<file path="src/rtl/uart_pkg.sv">
// Shared definitions for the UART receive path: FSM states, frame width,
// and the oversampling counter width helper.
package uart_pkg;

    localparam int DATA_BITS = 8;

    typedef enum logic [2:0] {
        IDLE,
        START,
        DATA,
        STOP,
        WAIT_IDLE
    } rx_state_e;

    // Width of a counter that must hold 0 .. clks_per_bit-1.
    function automatic int cnt_width(input int clks_per_bit);
        return (clks_per_bit > 1) ? $clog2(clks_per_bit) : 1;
    endfunction

endpackage

</file>
<file path="src/rtl/uart_rx_sync.sv">
// Two-flop synchroniser for asynchronous serial lines. Flops reset to 1 so
// an idle line reads as idle straight out of reset.
module uart_rx_sync #(
    parameter int WIDTH = 1
) (
    input  logic             clk,
    input  logic             rst_n,
    input  logic [WIDTH-1:0] d,
    output logic [WIDTH-1:0] q
);

    for (genvar gi = 0; gi < WIDTH; gi++) begin : g_bit
        logic meta_q;
        logic sync_q;

        // Two-stage capture of the raw line; the second stage is the only
        // one the rest of the design may look at.
        always_ff @(posedge clk or negedge rst_n) begin
            if (!rst_n) begin
                meta_q <= 1'b1;
                sync_q <= 1'b1;
            end else begin
                meta_q <= d[gi];
                sync_q <= meta_q;
            end
        end

        assign q[gi] = sync_q;
    end

endmodule

</file>
<file path="src/rtl/uart_rx_byte.sv">
// 8N1 UART receiver, LSB first, oversampled at CLKS_PER_BIT clocks per bit.
// rx_ready is high while a byte is in flight; its falling edge (with the
// byte_vld pulse) marks a new byte on rx_data.
module uart_rx_byte
    import uart_pkg::*;
#(
    parameter int CLKS_PER_BIT = 16
) (
    input  logic                 clk,
    input  logic                 rst_n,
    input  logic                 rxd,
    output logic                 rx_ready,
    output logic [DATA_BITS-1:0] rx_data,
    output logic                 byte_vld,
    output logic                 frame_err
);

    localparam int HALF_BIT = CLKS_PER_BIT / 2;
    localparam int CW       = cnt_width(CLKS_PER_BIT);
    localparam int BW       = $clog2(DATA_BITS);

    // Counter values at which the sample is taken. The counter is cleared on
    // the edge that leaves the previous phase, so it reads N-1 on the N-th
    // edge afterwards.
    localparam logic [CW-1:0] HALF_LAST    = CW'(HALF_BIT - 1);
    localparam logic [CW-1:0] BIT_LAST     = CW'(CLKS_PER_BIT - 1);
    localparam logic [BW-1:0] BIT_IDX_LAST = BW'(DATA_BITS - 1);

    logic rxd_s;

    rx_state_e            state_q,     state_d;
    logic [CW-1:0]        clk_cnt_q,   clk_cnt_d;
    logic [BW-1:0]        bit_cnt_q,   bit_cnt_d;
    logic [DATA_BITS-1:0] shreg_q,     shreg_d;
    logic                 rx_ready_q,  rx_ready_d;
    logic [DATA_BITS-1:0] rx_data_q,   rx_data_d;
    logic                 byte_vld_q,  byte_vld_d;
    logic                 frame_err_q, frame_err_d;

    uart_rx_sync #(
        .WIDTH (1)
    ) u_sync (
        .clk   (clk),
        .rst_n (rst_n),
        .d     (rxd),
        .q     (rxd_s)
    );

    // State and datapath registers.
    always_ff @(posedge clk or negedge rst_n) begin
        if (!rst_n) begin
            state_q     <= IDLE;
            clk_cnt_q   <= '0;
            bit_cnt_q   <= '0;
            shreg_q     <= '0;
            rx_ready_q  <= 1'b0;
            rx_data_q   <= '0;
            byte_vld_q  <= 1'b0;
            frame_err_q <= 1'b0;
        end else begin
            state_q     <= state_d;
            clk_cnt_q   <= clk_cnt_d;
            bit_cnt_q   <= bit_cnt_d;
            shreg_q     <= shreg_d;
            rx_ready_q  <= rx_ready_d;
            rx_data_q   <= rx_data_d;
            byte_vld_q  <= byte_vld_d;
            frame_err_q <= frame_err_d;
        end
    end

    // Next-state and output logic: only mid-bit samples of rxd_s matter,
    // everything between sample points is ignored.
    always_comb begin
        state_d     = state_q;
        clk_cnt_d   = clk_cnt_q;
        bit_cnt_d   = bit_cnt_q;
        shreg_d     = shreg_q;
        rx_ready_d  = rx_ready_q;
        rx_data_d   = rx_data_q;
        byte_vld_d  = 1'b0;
        frame_err_d = 1'b0;

        case (state_q)
            IDLE: begin
                if (!rxd_s) begin
                    state_d   = START;
                    clk_cnt_d = '0;
                    bit_cnt_d = '0;
                end
            end

            START: begin
                if (clk_cnt_q == HALF_LAST) begin
                    clk_cnt_d = '0;
                    if (!rxd_s) begin
                        state_d    = DATA;
                        rx_ready_d = 1'b1;
                    end else begin
                        // Line went back high before mid start bit: glitch.
                        state_d = IDLE;
                    end
                end else begin
                    clk_cnt_d = clk_cnt_q + CW'(1);
                end
            end

            DATA: begin
                if (clk_cnt_q == BIT_LAST) begin
                    clk_cnt_d = '0;
                    shreg_d   = {rxd_s, shreg_q[DATA_BITS-1:1]};
                    if (bit_cnt_q == BIT_IDX_LAST) begin
                        state_d = STOP;
                    end else begin
                        bit_cnt_d = bit_cnt_q + BW'(1);
                    end
                end else begin
                    clk_cnt_d = clk_cnt_q + CW'(1);
                end
            end

            STOP: begin
                if (clk_cnt_q == BIT_LAST) begin
                    clk_cnt_d   = '0;
                    rx_data_d   = shreg_q;
                    rx_ready_d  = 1'b0;
                    byte_vld_d  = 1'b1;
                    frame_err_d = ~rxd_s;
                    // A low stop bit may be a break: wait for the line to
                    // return high before hunting for another start edge.
                    state_d     = rxd_s ? IDLE : WAIT_IDLE;
                end else begin
                    clk_cnt_d = clk_cnt_q + CW'(1);
                end
            end

            WAIT_IDLE: begin
                if (rxd_s) begin
                    state_d = IDLE;
                end
            end

            default: begin
                state_d = IDLE;
            end
        endcase
    end

    assign rx_ready  = rx_ready_q;
    assign rx_data   = rx_data_q;
    assign byte_vld  = byte_vld_q;
    assign frame_err = frame_err_q;

endmodule

</file>
<file path="config.mk">
export PLATFORM = sky130hd
export DESIGN_NAME = uart_rx_byte
export DESIGN_NICKNAME = d
export VERILOG_FILES = /design/src/rtl/uart_pkg.sv /design/src/rtl/uart_rx_sync.sv /design/src/rtl/uart_rx_byte.sv
export SDC_FILE = /design/constraint.sdc
export NUM_CORES = 1
export LEC_CHECK = 0
export CAP_MARGIN = 20
export CELL_PAD_IN_SITES_DETAIL_PLACEMENT = 1
export CELL_PAD_IN_SITES_GLOBAL_PLACEMENT = 1
export CORE_ASPECT_RATIO = 0.8
export CORE_MARGIN = 3
export CORE_UTILIZATION = 35
export CTS_CLUSTER_SIZE = 28
export DETAILED_ROUTE_END_ITERATION = 6
export PLACE_DENSITY = 0.71
export SLEW_MARGIN = 20
export SYNTH_ARGS = -nofsm -noshare
export SYNTH_HDL_FRONTEND = slang
export SYNTH_SLANG_ARGS = --single-unit
export TNS_END_PERCENT = 5
</file>
<file path="constraint.sdc">
create_clock -name clk -period 2.1 [get_ports clk]
set_input_delay 0.315 -clock clk [delete_from_list [all_inputs] [get_ports clk]]
set_output_delay 0.315 -clock clk [all_outputs]
set_load 0.02 [all_outputs]
</file>
==> results of run 1 <==
placed cells by master (no fill, tap or decap):
| cell | count |
|---|---|
| clkbuf_1 | 1 |
| a41o_1 | 1 |
| mux2_1 | 1 |
| a31o_1 | 1 |
| nand2b_1 | 1 |
| a21o_1 | 1 |
| dfstp_2 | 2 |
| nand3_1 | 3 |
| a22o_1 | 1 |
| ha_1 | 3 |
| mux2i_1 | 2 |
| a31oi_1 | 2 |
| nor4_2 | 1 |
| inv_1 | 3 |
| buf_4 | 2 |
| nor3_1 | 2 |
| clkbuf_8 | 7 |
| nor4b_1 | 1 |
| clkdlybuf4s50_1 | 13 |
| nand4_2 | 1 |
| a41oi_1 | 1 |
| dfrtp_1 | 29 |
| a2111oi_0 | 1 |
| mux2_2 | 16 |
| nor3_4 | 1 |
| o21ai_0 | 6 |
| o311ai_1 | 1 |
| nor2_1 | 7 |
| nand2_1 | 9 |
| a21oi_1 | 3 |
| xnor2_1 | 1 |
final cells by class:
| cell class | count | area, um^2 |
|---|---|---|
| clock buffer | 8 | 100 |
| fill | 367 | 1940 |
| inverter | 3 | 11.3 |
| multi-input combinational | 67 | 518 |
| sequential | 31 | 778 |
| tap | 42 | 52.6 |
| timing repair buffer | 15 | 145 |
cells by family after synthesis:
family	Yosys count	synth area share, %
adder cells (fa/ha/maj)	3	2.80
multiplexers	19	15.8
buffers and inverters	8	3.27
AO/OA/AOI/OAI	18	8.87
XOR/XNOR	1	0.654
AND/OR/NAND/NOR	26	10.6
flip-flops	31	58.1
path summary, 6_finish.rpt:
path                       slack (ps)                               end  depth (start not counted)
setup / recovery                  280            state_q[1]$_DFFE_PN0P_                          5
max in group asynchronous        1360  u_sync.g_bit[0].meta_q$_DFF_PN1_                          2
min in group asynchronous         420          clk_cnt_q[2]$_DFFE_PN0P_                          2
hold / removal                    360                u_sync.q$_DFF_PN1_                          0
setup reg to reg                  280            state_q[1]$_DFFE_PN0P_                          5
hold reg to reg                   360                u_sync.q$_DFF_PN1_                          0
report_power, final:
part / internal (mW) / total (mW) / switching (mW)
Clock: 0.299 / 0.504 / 0.205
Combinational: 0.153 / 0.338 / 0.185
Sequential: 0.670 / 0.785 / 0.115
flip-flops by register name, indices dropped and copies added (netlist names):
name / flops
frame_err: 1
u_sync.g_bit.meta_q: 1
rx_ready: 1
shreg_q: 8
u_sync.q: 1
state_q: 3
bit_cnt_q: 3
byte_vld: 1
rx_data: 8
clk_cnt_q: 4
metrics by stage:
| step | std cells | worst slack [ps] | util (%) |
|---|---|---|---|
| floorplan | 106 | 462 | - |
| global placement | 158 | 351 | 42.5 |
| detailed placement | 158 | 320 | 42.5 |
| CTS | 166 | 284 | 45.3 |
| global route | 166 | 168 | 45.3 |
| finish | 166 | 276 | 45.3 |
layer usage:
layer / vias up / share of wire (%) / wire length, um / track usage (%)
met3: 6 / 3.8 / 95 / 4.89
met5: - / 0 / 0 / 0
li1: 413 / - / - / -
met4: 0 / 1.9 / 47 / 7.48
met2: 14 / 48 / 1200 / 20.5
met1: 442 / 46 / 1140 / 16.4
critical path: cells and delay by family (launching register included):
family / cells / cell delay [ps]
compound gates: 2 / 460
flops: 1 / 410
mux: 1 / 360
fa+ha+maj: 1 / 280
simple gates: 1 / 210
==> reports/results.txt, run 1 <==
The peak clock frequency supported by timing was 548 MHz; the mean cell area of the mapped netlist was 12.6 um^2. The synthesized design spends more area on one cell type than any other, namely dfrtp_1. Counting the buffers created by CTS gives 5. In the finished design, the share of the clock period the worst path needs comes to 86.9%. The worst-case vdd ir drop was 0.394 mV; the post-detailed-route via-to-cell ratio was 5.27. After synthesis, the most frequently instantiated cells are 29 x dfrtp_1, 16 x mux2_2, 9 x nand2_1. Global placement routability congestion: 0.729.

The source of the critical timing path is clk_cnt_q[0]$_DFFE_PN0P_. By area the synthesized netlist is led by dfrtp_1 54%, mux2_2 13%, dfstp_2 3.9%. STA classifies the critical path endpoint as a flip-flop. The final sum of negative setup slack was 0 ps; the final count of negative-setup-slack endpoints was 0.

In this run the remaining antenna-violating nets after routing total 0. Die outline height: 61.3 um. The startpoint identified for the worst hold timing path is u_sync.g_bit[0].meta_q$_DFF_PN1_. Mean routed wirelength per cell: 15.0 um.

Setup repair after global routing left no endpoint under its margin. The number of nets in the layout is 129, and the post-synthesis net count is 112. The number of max-slew violations in the final report came out at 0. The first-pass GRT wire length came out at 4.45 mm. The count of standard-cell rows came out at 19. The synthesized flop and latch total was 31; the total power was 1.63 mW. The required time of the critical path is 2260 ps. For this design the static power due to leakage is 0.745 nW. The H-tree was split into 2 levels. The synthesized netlist occupies a cell area of 1340 um^2. The initial antenna violation count is 0.

Global routing used 13.3% of the available tracks. The number of setup buffers added after CTS is 0. The placement-stage cell area was 1510 um^2; the x dimension of the die was 75.2 um.

The stage delay of the slowest cell on the critical path is 410 ps. The tool flagged a number of max-cap violations equal to 0. In this run the tightest slew margin relative to its limit is 68.3%. Pin placement for this block handled 14 I/O pins.

The count of endpoints failing hold in the final timing report came out at 0. The logs give 0 for the antenna diode count and 37.8% for the starting density of the core. Sequential cells were found to cover 58.1% of the synthesized design area.

The pre-antenna-repair detailed-routing pass consisted of 4 iterations. Critical path startpoint category: a flip-flop. With fillers left out, the area of the finished cells amounts to 1610 um^2. Among all stages on the critical path, the largest delay is contributed by dfrtp_1.

Clock skew on the completed layout was measured at 5.94 ps. The hold-fix buffer count after cts was 0. The startpoint identified for the worst register-to-register timing path is clk_cnt_q[0]$_DFFE_PN0P_. The critical path goes through ha_1 -> nand4_2 -> o21ai_0 -> o311ai_1 -> mux2_1. Counting flops with a built-in enable in the synthesized netlist gives 0. Hold is met by 355 ps. The layout overhead on the synthesized area works out to 19.8%. The most common cell in the synthesized netlist is dfrtp_1.

Gates resized during post-CTS repair numbered 0. Clock tree synthesis found a total of 31 sinks. Root buffer cell: clkbuf_8. The area share of the largest cell type after synthesis was 54.2%; the total power per unit cell area was 1010 nW/um^2.

Counting I/O delays and the setup requirement, the final critical path takes 1820 ps. After detailed routing, the total wire length is 2.48 mm. The total die area came out at 4610 um^2. The HPWL after detailed placement is 1.76 mm.

The tools report the residual DRC count as 0. Summing over every cut layer, the via total after detailed routing is 875. The deepest clock path buffer count came out at 2. The critical path in this run is classified as reg -> reg. The fraction of registers with async set or reset after synthesis is 100%. For this block, the initial DRC count from the detailed router was 35. Buffers placed on the I/O ports in this run total 13. Entering global routing, the biggest net connects 32 pins. The ratio of cells with drive above 1 in the final layout works out to 24.2%. The Yosys step of the flow raised 0 warnings. Synthesis produced 106 cells.

TritonCTS built the clock tree. The worst min-delay path category is reg -> reg. The run finished with clean final reports. After clock tree synthesis, the clock-pin slew on the worst setup and hold paths is 60 ps. In this run the standard cell core region covers 3540 um^2. At the pin with the least slew margin, the transition time is 472 ps.

Counting distinct cell types in the post-synthesis netlist gives 29. Along the worst path, the maximum fanout reaches 5. For the clock latency reported for the late side of the worst-skew pair, the log shows 280 ps. The dominant synthesized flop cell is dfrtp_1. STA puts the critical path data arrival time at 1990 ps.

The via count of the first global-routing pass is 961. The run gives 0 as the aggregate global routing overflow.
Note: power is estimated with default switching activity, not from simulation.
==> inputs of run 2 (changes only) <==
--- a/config.mk
+++ b/config.mk
@@ -8,12 +8,12 @@
 export CAP_MARGIN = 20
 export CELL_PAD_IN_SITES_DETAIL_PLACEMENT = 1
 export CELL_PAD_IN_SITES_GLOBAL_PLACEMENT = 1
-export CORE_ASPECT_RATIO = 0.8
 export CORE_MARGIN = 3
 export CORE_UTILIZATION = 35
 export CTS_CLUSTER_SIZE = 28
 export DETAILED_ROUTE_END_ITERATION = 6
 export PLACE_DENSITY = 0.71
+export RECOVER_POWER = 25
 export SLEW_MARGIN = 20
 export SYNTH_ARGS = -nofsm -noshare
 export SYNTH_HDL_FRONTEND = slang
==> reports/results.txt, run 2 (synthesized netlist as in run 1, its figures left out) <==
The final worst-path cycle share was 85.9% (-1.0 points). The total global routing track utilization was 13.3% (-0.030 points). The worst setup path is captured at a flip-flop. For the number of nets in the layout, the log shows 129 (unchanged). The library cells used most frequently in the layout, excluding fill and tap cells, are 29 x dfrtp_1, 16 x mux2_2, 11 x clkdlybuf4s50_1, 9 x nand2_1, 7 x nor2_1. The routing layer with the top usage in global route was met2. The TritonCTS buffer count was 5 (unchanged).

The x dimension of the die was 67.9 um (-9.7%). Deepest clock path buffer count: 2 (unchanged). Setup repair after global routing left no endpoint under its margin.

The tools report the post-cts resize count as 0 (unchanged). The first-pass GRT wire length was 4.41 mm (-0.92%). The worst-case vdd ir drop was 0.362 mV (-8.1%); the area inside the core boundary was 3520 um^2 (-0.60%).

The final hold slack is 355 ps (+0.0970 ps). The cell area after layout came out at 1590 um^2 (-1.0%). For the worst-case headroom to the max-slew limit, the log shows 49.0% (-19 points).

The fraction of the core area covered by cells at the end of the flow is 45.1% (-0.19 points). For the maximum number of pins on one net before global-route repair, the log shows 32 (unchanged). Setup slack of the worst register-to-register path: 300 ps (+20 ps). The mean routed wirelength per cell works out to 14.7 um (-1.9%).

The cell sitting at the root of the clock tree is a clkbuf_8. The total half-perimeter wirelength after legalization and detailed placement is 1.71 mm (-3.0%), and the clock latency reported for the late side of the worst-skew pair is 280 ps (about the same). TritonCTS built the clock tree. The routing usage on met1 is 16.8% (+0.36 points), and the maximum fanout count along the critical path is 5 (unchanged). The worst setup path is of the reg -> reg kind. For the number of max-slew violations in the final report, the log shows 0 (unchanged). For the met2 capacity usage during global routing, the log shows 19.9% (-0.54 points). The endpoint identified for the worst register-to-register timing path is state_q[1]$_DFFE_PN0P_. The tools report the count of endpoints failing hold in the final timing report as 0 (unchanged). Leaving out fill and tap cells, the most frequent cell in the layout is dfrtp_1. The logs give 38.1% (+0.23 points) for the starting density of the core and 0 (unchanged) for the total of max-cap violations. The total die area was 4610 um^2 (-0.11%). The boundary pin count was 14 (unchanged); the total wirelength of the detailed-routed design was 2.50 mm (+0.48%). The detailed-route via count was 871 (-0.46%). The total power per unit cell area is 979 nW/um^2 (-3.4%), and the slew of the pin with the lowest slew margin is 766 ps (+294 ps).

The tools report the post-route clock skew as 4.30 ps (-1.64 ps). The logs give 0 (unchanged) for the antenna diode count and 0 (unchanged) for the initial antenna violation count. The run finished with clean final reports. The post-CTS setup buffer count came out at 0 (unchanged). The count of standard-cell rows came out at 21 (+2).

On the critical path, the stage with the largest delay is an instance of dfrtp_1. The met3 usage is 5.58% (+0.69 points). Minimum period implied by the final worst setup slack: 1800 ps (-21.1 ps). Leakage power summed over all cells: 0.735 nW (-1.3%).

Via count of the first global-routing pass: 940 (-2.2%). The post-detailed-route via-to-cell ratio was 5.12 (-2.8%). The run gives 3 (-1) as the length of the first detailed-routing pass in iterations. The number of DRC markers after the initial detailed-route iteration was 45 (+29%); the peak clock frequency supported by timing was 555 MHz (+1.2%).

The worst hold path belongs to the class reg -> reg. The run gives 0 ps (unchanged) as the final sum of negative setup slack. The worst hold path begins at u_sync.g_bit[0].meta_q$_DFF_PN1_. Count of input and output buffers: 13 (unchanged). The residual DRC count was 0 (unchanged). The ratio of cells with drive above 1 in the final layout came out at 23.4% (-0.81 points). In this run the critical register-to-register path is launched from clk_cnt_q[0]$_DFFE_PN0P_. Post-route antenna net violation count: 0 (unchanged). The stage delay of the slowest cell on the critical path works out to 410 ps (about the same).

For the global placement routability congestion, the log shows 0.800 (+9.8%). The deepest level of the CTS H-tree was 2 (unchanged). The signal on the critical path passes through ha_1 -> nand4_2 -> o21ai_0 -> o311ai_1 -> mux2_1. The aggregate global routing overflow is 0 (unchanged), and the placement-stage cell area is 1510 um^2 (+0.33%).

The TritonCTS sink count is 31 (unchanged), and the fill cell instance count of the final layout is 401 (+9.3%). The die outline height is 67.9 um (+11%), and the hold-fix buffer count after cts is 0 (unchanged). The clock transition at the registers of the reported paths is 60 ps (about the same), and the number of cells on the worst reg-to-reg path is 5 (unchanged). The layout overhead on the synthesized area is 18.6%.

For the final count of negative-setup-slack endpoints, the log shows 0 (unchanged). The worst hold path terminates at u_sync.q$_DFF_PN1_. The required time of the critical path was 2260 ps (about the same). The arrival time reported for the critical path endpoint is 1970 ps (-20 ps), and the depth of the worst hold-timing path is 0 (unchanged). The worst setup path is launched from a flip-flop.
## run 2: cell types whose count changed in the layout (fill, tap and decap cells not counted), sizes merged
cell,previous run,this run
clkinv,0,1
buf,2,1
dlygate4sd3,0,2
clkdlybuf4s50,13,11
## run 2: power by group
group	switching (mW)	total, mW	internal, mW
sequential	0.114	0.785	0.670
combinational	0.180	0.330	0.150
clock	0.209	0.441	0.232
total	0.503	1.56	1.05
## run 2: how the worst max path moves through the flow
stage                        startpoint                endpoint  slack (ps)
2_1_floorplan  clk_cnt_q[0]$_DFFE_PN0P_  state_q[1]$_DFFE_PN0P_         460
3_3_place_gp   clk_cnt_q[0]$_DFFE_PN0P_  state_q[1]$_DFFE_PN0P_         350
3_5_place_dp   clk_cnt_q[0]$_DFFE_PN0P_  state_q[1]$_DFFE_PN0P_         310
4_1_cts        clk_cnt_q[0]$_DFFE_PN0P_  state_q[1]$_DFFE_PN0P_         290
5_1_grt        clk_cnt_q[0]$_DFFE_PN0P_  rx_data[4]$_DFFE_PN0P_         200
6_report       clk_cnt_q[0]$_DFFE_PN0P_  state_q[1]$_DFFE_PN0P_         300
## run 2: cell type report
cell class / count / area, um^2 / area share [%]
flip-flops and latches: 31 / 778 / 49.0
clock inverters: 1 / 5.00 / 0.315
multi-input cells: 67 / 518 / 32.6
well taps: 46 / 57.6 / 3.62
inverters: 3 / 11.3 / 0.709
repair buffers: 15 / 143 / 8.98
clock buffers: 7 / 76.3 / 4.80
## run 2: worst max-delay path, delay by kind of cell (launching register included)
kind                       cells  cell delay (ps)
AOI/OAI and AO/OA              2              450
DFF                            1              410
muxes                          1              350
adders and majority gates      1              280
and+or+nand+nor                1              200
## run 2: stage by stage
| stage | std cells | setup WS (ps) | power (mW) |
|---|---|---|---|
| floorplan | 106 | 462 | 1.04 |
| finish | 170 | 297 | 1.56 |
| CTS | 170 | 292 | 1.59 |
| detailed placement | 162 | 308 | 1.13 |
| global route | 170 | 196 | 1.67 |
| global placement | 162 | 351 | 1.10 |
## run 2: routing by layer
metal | up-vias | wire, um | part of all wire (%)
met2 | 15 | 1150 | 46
met1 | 431 | 1180 | 47
met4 | 0 | 51 | 2.0
met3 | 6 | 110 | 4.4
li1 | 419 | - | -
met5 | - | 0 | 0
